===== config.mk =====
export PLATFORM = sky130hd
export DESIGN_NAME = instr_fetch_queue
export DESIGN_NICKNAME = d
export VERILOG_FILES = /design/src/rtl/instr_fetch_queue.sv
export SDC_FILE = /design/constraint.sdc
export NUM_CORES = 1
export LEC_CHECK = 0
export ABC_AREA = 1
export CELL_PAD_IN_SITES_DETAIL_PLACEMENT = 1
export CELL_PAD_IN_SITES_GLOBAL_PLACEMENT = 1
export CORE_MARGIN = 2
export CORE_UTILIZATION = 49
export DETAILED_ROUTE_END_ITERATION = 16
export PLACE_DENSITY = 0.85
export SYNTH_ARGS = -nofsm -noshare
export SYNTH_HDL_FRONTEND = slang
export SYNTH_SLANG_ARGS = --single-unit

===== constraint.sdc =====
create_clock -name clock -period 7.9 [get_ports clock]
set_input_delay 1.58 -clock clock [delete_from_list [all_inputs] [get_ports clock]]
set_output_delay 1.58 -clock clock [all_outputs]
set_load 0.1 [all_outputs]

===== src/rtl/instr_fetch_queue.sv =====
// Instruction fetch front end: owns the fetch PC, issues credit-limited word
// reads, buffers in-order responses in a prefetch FIFO and flushes on redirect.
module instr_fetch_queue #(
  parameter int unsigned DEPTH    = 4,
  parameter logic [31:0] RESET_PC = 32'h0000_0000
) (
  input  logic        clock,
  input  logic        reset_n,
  output logic        imem_req_valid,
  input  logic        imem_req_ready,
  output logic [31:0] imem_req_addr,
  input  logic        imem_resp_valid,
  input  logic [31:0] imem_resp_data,
  output logic        instr_valid,
  output logic [31:0] instr,
  output logic [31:0] instr_pc,
  input  logic        instr_ready,
  input  logic        redirect,
  input  logic [31:0] redirect_pc
);

  localparam int unsigned PTR_W = $clog2(DEPTH);
  localparam int unsigned CNT_W = $clog2(DEPTH + 1);

  typedef logic [PTR_W-1:0] ptrType;
  typedef logic [CNT_W-1:0] cntType;

  localparam logic [CNT_W:0] CREDITS = (CNT_W + 1)'(DEPTH);
  localparam ptrType         PTR_ONE = ptrType'(1);

  logic [31:0] fetchPc;
  logic [31:0] fifoPc    [DEPTH];
  logic [31:0] fifoInstr [DEPTH];
  logic [31:0] pcQueue   [DEPTH];

  ptrType rdPtr, wrPtr, pcqRdPtr, pcqWrPtr;
  cntType count, outstanding, discard;
  cntType countNext, outstandingNext, discardNext;

  logic           reqFire, respTake, respKeep, deqFire;
  logic [CNT_W:0] creditsUsed;
  logic [1:0]     unusedPcBits;

  assign unusedPcBits = redirect_pc[1:0];

  // Every buffered entry and every in-flight request holds one credit.
  assign creditsUsed    = {1'b0, count} + {1'b0, outstanding};
  assign imem_req_valid = (creditsUsed < CREDITS) && !redirect;
  assign imem_req_addr  = fetchPc;

  assign instr_valid = (count != '0);
  assign instr       = instr_valid ? fifoInstr[rdPtr] : '0;
  assign instr_pc    = instr_valid ? fifoPc[rdPtr]    : '0;

  assign reqFire  = imem_req_valid && imem_req_ready;
  assign respTake = imem_resp_valid && (outstanding != '0);
  assign respKeep = respTake && (discard == '0) && !redirect;
  assign deqFire  = instr_valid && instr_ready && !redirect;

  // NOTE: next-state values use blocking assignments in always_comb, each with a
  // default first so no latch is inferred; the registers below take them with <=.
  always_comb begin
    outstandingNext = outstanding + cntType'(reqFire) - cntType'(respTake);
    countNext       = count + cntType'(respKeep) - cntType'(deqFire);
    discardNext     = discard;
    if (respTake && (discard != '0)) begin
      discardNext = discard - cntType'(1);
    end
    if (redirect) begin
      countNext   = '0;
      discardNext = outstandingNext;
    end
  end

  always_ff @(posedge clock or negedge reset_n) begin
    if (!reset_n) begin
      fetchPc     <= RESET_PC;
      rdPtr       <= '0;
      wrPtr       <= '0;
      pcqRdPtr    <= '0;
      pcqWrPtr    <= '0;
      count       <= '0;
      outstanding <= '0;
      discard     <= '0;
    end else begin
      count       <= countNext;
      outstanding <= outstandingNext;
      discard     <= discardNext;
      if (redirect) begin
        fetchPc <= {redirect_pc[31:2], 2'b00};
        rdPtr   <= '0;
        wrPtr   <= '0;
      end else begin
        if (reqFire)  fetchPc <= fetchPc + 32'd4;
        if (respKeep) wrPtr   <= wrPtr + PTR_ONE;
        if (deqFire)  rdPtr   <= rdPtr + PTR_ONE;
      end
      // In-flight address tracking survives redirects: stale responses still arrive in order.
      if (reqFire)  pcqWrPtr <= pcqWrPtr + PTR_ONE;
      if (respTake) pcqRdPtr <= pcqRdPtr + PTR_ONE;
    end
  end

  // NOTE: storage arrays carry no reset; an entry is only read after it has been
  // written, as guarded by count and outstanding.
  always_ff @(posedge clock) begin
    if (respKeep) begin
      fifoPc[wrPtr]    <= pcQueue[pcqRdPtr];
      fifoInstr[wrPtr] <= imem_resp_data;
    end
    if (reqFire) begin
      pcQueue[pcqWrPtr] <= fetchPc;
    end
  end

endmodule

Word level (Yosys, flattened, before mapping) --
Memories as Yosys holds them, arrays and structs flattened. Cells that the tools add are included.
Operators by class: $add $sub $neg 11, order comparisons 1, mux-type cells 15, reduce and logical (&&, ||, !) cells 17
Operator list (number):
- 32-bit two-way mux | 4
- 32-bit by 3-bit adder with 32-bit output, second input constant | 1
- 3-bit two-way mux | 3
- 3-bit nonzero test | 3
- 2-bit by 1-bit adder with 2-bit output, second input constant | 4
- 1-bit logical AND | 8
- 2-bit two-way mux | 4
- 2-bit nonzero test | 4
- 3-bit by 1-bit adder with 3-bit output | 2
- 3-bit by 1-bit subtractor with 3-bit output | 2
- 3-bit by 3-bit adder with 4-bit output | 1
- 4-bit by 3-bit < comparator with 1-bit output, second input constant | 1
- 1-bit two-way mux | 4
- 3-bit zero test | 1
- 3-bit by 1-bit subtractor with 3-bit output, second input constant | 1
- 1-bit zero test | 1
Word-level totals: register bits 49, RAM bits 384, output and inout port bits 98, memories 3
Memory list:
- fifoInstr | depth 4, width 32, read ports 1, clocked after Yosys merged registers in 0, write ports 1, line 33 | logic [31:0] fifoInstr [DEPTH];
- fifoPc | depth 4, width 32, read ports 1, clocked after Yosys merged registers in 0, write ports 1, line 32 | logic [31:0] fifoPc [DEPTH];
- pcQueue | depth 4, width 32, read ports 1, clocked after Yosys merged registers in 0, write ports 1, line 34 | logic [31:0] pcQueue [DEPTH];

Logic depth before layout (Yosys ltp) --
word-level depth 7, depth in mapped cells 14, depth with buffers taken out 14

Worst setup path before layout --
No wires, ideal clock.
path type input to register, start in redirect, end mem fifoInstr[0][0] (enable), library setup time 482 ps, data arrival time 4722 ps, data required time 7418 ps, path slack 2696 ps, stages 5, path buffers 2, path through buf_6 inv_1 buf_2 nand2_1 nor2_1
Between the ends: cells in the longest elaborated chain, start to end 4
RTL lines:
- start, declared | line 18 | input logic redirect,
- 1-bit zero test | line 57 | assign respKeep = respTake && (discard == '0) && !redirect;
- 1-bit logical AND | line 57
- 1-bit two-way mux | line 107 | if (respKeep) begin
- 1-bit two-way mux (not written as such) | line 109 | fifoInstr[wrPtr] <= imem_resp_data;
- end, declared | line 33
Every way passes these cells.

Worst setup path in the final report --
start reg rdPtr[0], end out instr[22]
Between the ends: cells in the longest elaborated chain, start to end 2
RTL lines:
- start, declared | line 36 | ptrType rdPtr, wrPtr, pcqRdPtr, pcqWrPtr;
- start signal, assigned | line 96 | if (deqFire) rdPtr <= rdPtr + PTR_ONE;
- memory 4 x 32 bit
- 32-bit two-way mux | line 52 | assign instr = instr_valid ? fifoInstr[rdPtr] : '0;
- end, declared | line 15 | output logic [31:0] instr,
Every way passes these cells.

==> qor.txt <==
Area occupied by multi-input gates -> 4480 sq um
Worst min-delay path class -> flip-flop to flip-flop
Worst Skew -> 0.0206 ns
Max Cap Viol -> 0
Slew HR -> 28.4%
Synth Area in Adders -> 1.46%
PostCTS Resize Cnt -> 0
CTS root buf -> clkbuf_16
CTS buffer count -> 42
Detailed-route via count -> 11,887
Post-Route Setup TNS -> 0 ns
# Post-CTS Setup Buffers -> 0
Cts hold-fix bufs -> 0
Startpoint Class -> flip-flop
Clk sinks -> 415
Endpoints failing hold -> 0
Minimum clock period -> 5.80 ns
Post-synthesis register bit count -> 415
Met3 GRT Util -> 4.15%
Die Ht -> 192 um
Distinct cells, synth -> 38
Main synth FF type -> edfxtp_1
First-pass GRT wire length -> 70,100 um
Antenna violations before repair -> 0
Post-synth top area share -> 63.9%
Syn avg cell area -> 11.4 sq um
Slew Viols, Final -> 0
Sequential-to-total area share from yosys stat -> 70.7%
Drt first-iter violations -> 706
N_diodes -> 0
GRT Util Overall -> 24.9%
Simple-Gate Fraction of Synth Area -> 13.9%
Post-Place Cells -> 2,067
GR Util met1 -> 30.2%
Vias in the first global route -> 12,921
Ranking of synthesized cells by area -> edfxtp_1 (64%), nor2_1 (7.8%), dfrtp_1 (6.8%), o21ai_0 (6.0%), nand2_1 (3.4%)
Mux cell area share after synthesis -> 0%
Ys async rst share -> 11.3%
Pwr/cell area -> 413 nW/um^2
Die width -> 192 um
1st-pass router iterations -> 5
Status -> completed
Reg2reg setup slack -> 4.62 ns
Synthesis Warnings -> 0
Final instance area -> 20,600 sq um
Worst-path clk slew -> 0.06 ns
Cells on worst reg2reg path -> 7
Synth Cell Area -> 17,300 sq um
Hold Crit Start -> wrPtr[0]
Largest fanout on the critical path -> 73
CTS H-tree depth -> 2
Post-route ant nets -> 0
RSZ-0062 raised after global routing -> no
Post-synthesis xor/xnor area fraction -> 0.405%
Wire per inst -> 21.1 um
Final #Nets -> 1,745
Hold_ws -> 0.559 ns
CTS tree -> yes
M2 GR Usage -> 45.5%
CORE AREA -> 34,600 sq um
Area Overhead vs Synth -> 19.0%
Most frequent cell after synthesis -> edfxtp_1
Clk buf depth -> 3
Crit path DAT -> 4.22 ns
Routability cong. -> 0.804
Placed inst area -> 19,300 sq um
Post-synth EDFFs -> 368
Post-Syn Instances -> 1,513
Crit path kind -> flip-flop to output port
Residual DRC -> 0
Slew of the pin with the lowest slew margin -> 1.07 ns
Worst setup path startpoint -> rdPtr[0]
Final Cycle Share -> 73.4%
Static leakage -> 0.00722 uW
Register Area -> 12,200 sq um
Critical Path End Type -> output port
Worst VDD drop -> 0.308 mV
Most instantiated cells after synthesis -> edfxtp_1 (368), nor2_1 (360), o21ai_0 (207)
Clk_lat worst skew -> 0.54 ns
Worst setup endpoint -> instr[22]
Setup violations, final -> 0
Yosys top cell by area -> edfxtp_1
GR Overflow Total -> 0
Max Freq -> 0.172 GHz
R2R Path End -> fifoPc[0][10]
Dpl hpwl -> 27,500 um
Compound-Gate Fraction of Synth Area -> 9.66%
Initial Util -> 50.0%
Site Rows -> 68
Finished Layout Cells -> 2,145
Grt peak-use layer -> met2
Via-to-Cell Ratio -> 5.54
Main combinational cell family by area after synthesis -> simple AND/OR/NAND/NOR gates
Fillers -> 3,567
Finished Core Util -> 59.5%
Top-level I/O count -> 168
DIE AREA -> 36,800 sq um
R2R Path Start -> outstanding[1]
Worst endpoint required time -> 6.32 ns
PortBufs -> 161
Final wirelength -> 45,300 um
Share of cells above drive strength 1 -> 6.39%
Largest net degree at the start of global routing -> 74
final cells by class:
type	instances	area share, %
inverters	77	1.41
flip-flops and latches	415	59.4
well taps	455	2.77
clock inverters	28	1.01
multi-input cells	944	21.8
repair buffers	176	8.35
clock buffers	50	5.30
flip-flops by register name (all words and copies together) (netlist names):
register and count:
outstanding 3, wrPtr 2, fifoPc 120, imem_req_addr 30, count 3, discard 3, rdPtr 2, pcqWrPtr 2
pcqRdPtr 2, pcQueue 120, fifoInstr 128
cells by family (layout without fill, tap and decap cells):
kind of cell               count (synthesis)  after routing
xor gates and xnor gates                   8              8
DFF                                      415            415
adders and majority gates                 19             19
and+or+nand+nor                          593            593
AOI/OAI and AO/OA                        320            320
buffers and inverters                    157            331
other                                      1              4
report_power, final:
part | internal [uW] | total, uW | switching, uW
Combinational | 762 | 3610 | 2850
Clock | 1060 | 1870 | 816
Sequential | 2770 | 3020 | 250
metrics by stage:
stage	setup WS, ns	power, uW
after floorplan	2.70	5630
after global placement	2.58	6500
after detailed placement	2.54	6660
after CTS	2.09	8550
after global routing	1.90	8850
final	2.10	8500
layer usage:
layer | vias up | part of all wire (%)
li1 | 5520 | -
met1 | 5954 | 40
met2 | 347 | 52
met3 | 66 | 5.7
met4 | 0 | 1.9
met5 | - | 0
cells in the final DEF, fill, tap and decap left out, types with 3 or more instances in the layout:
master | synthesis | final
inv_1 | 73 | 73
buf_4 | 9 | 15
nand3_1 | 55 | 55
o21ai_0 | 207 | 207
edfxtp_1 | 368 | 368
o211ai_1 | 3 | 3
dfrtp_1 | 47 | 45
ha_1 | 17 | 17
a21oi_1 | 67 | 67
o22ai_1 | 30 | 30
o21ai_1 | 4 | 4
inv_6 | 0 | 3
xnor2_1 | 4 | 4
clkinvlp_4 | 0 | 4
o21bai_1 | 7 | 7
xor2_1 | 4 | 4
nor2_2 | 6 | 5
conb_1 | 1 | 4
nor2_4 | 5 | 14
clkbuf_1 | 47 | 7
clkinv_2 | 1 | 8
nor2_1 | 360 | 352
clkinv_1 | 1 | 12
nand2_1 | 155 | 155
clkdlybuf4s50_1 | 0 | 160
clkbuf_16 | 0 | 42
worst min-delay path by stage:
stage	endpoint	slack, ns	cells after the start
after global placement	wrPtr[0]	0.53	1
after detailed placement	wrPtr[0]	0.56	1
after floorplan	wrPtr[0]	0.50	1
after global routing	wrPtr[0]	0.60	1
after CTS	wrPtr[0]	0.57	1
final	wrPtr[0]	0.56	1
critical path, stage by stage, from the launching register on:
cell and delay [ns]:
dfrtp_4 0.71, clkinv_2 0.57, buf_4 0.67, o21ai_0 0.25
a21oi_1 0.25, clkdlybuf4s50_1 1.17
(Power assumes the default switching activity.)
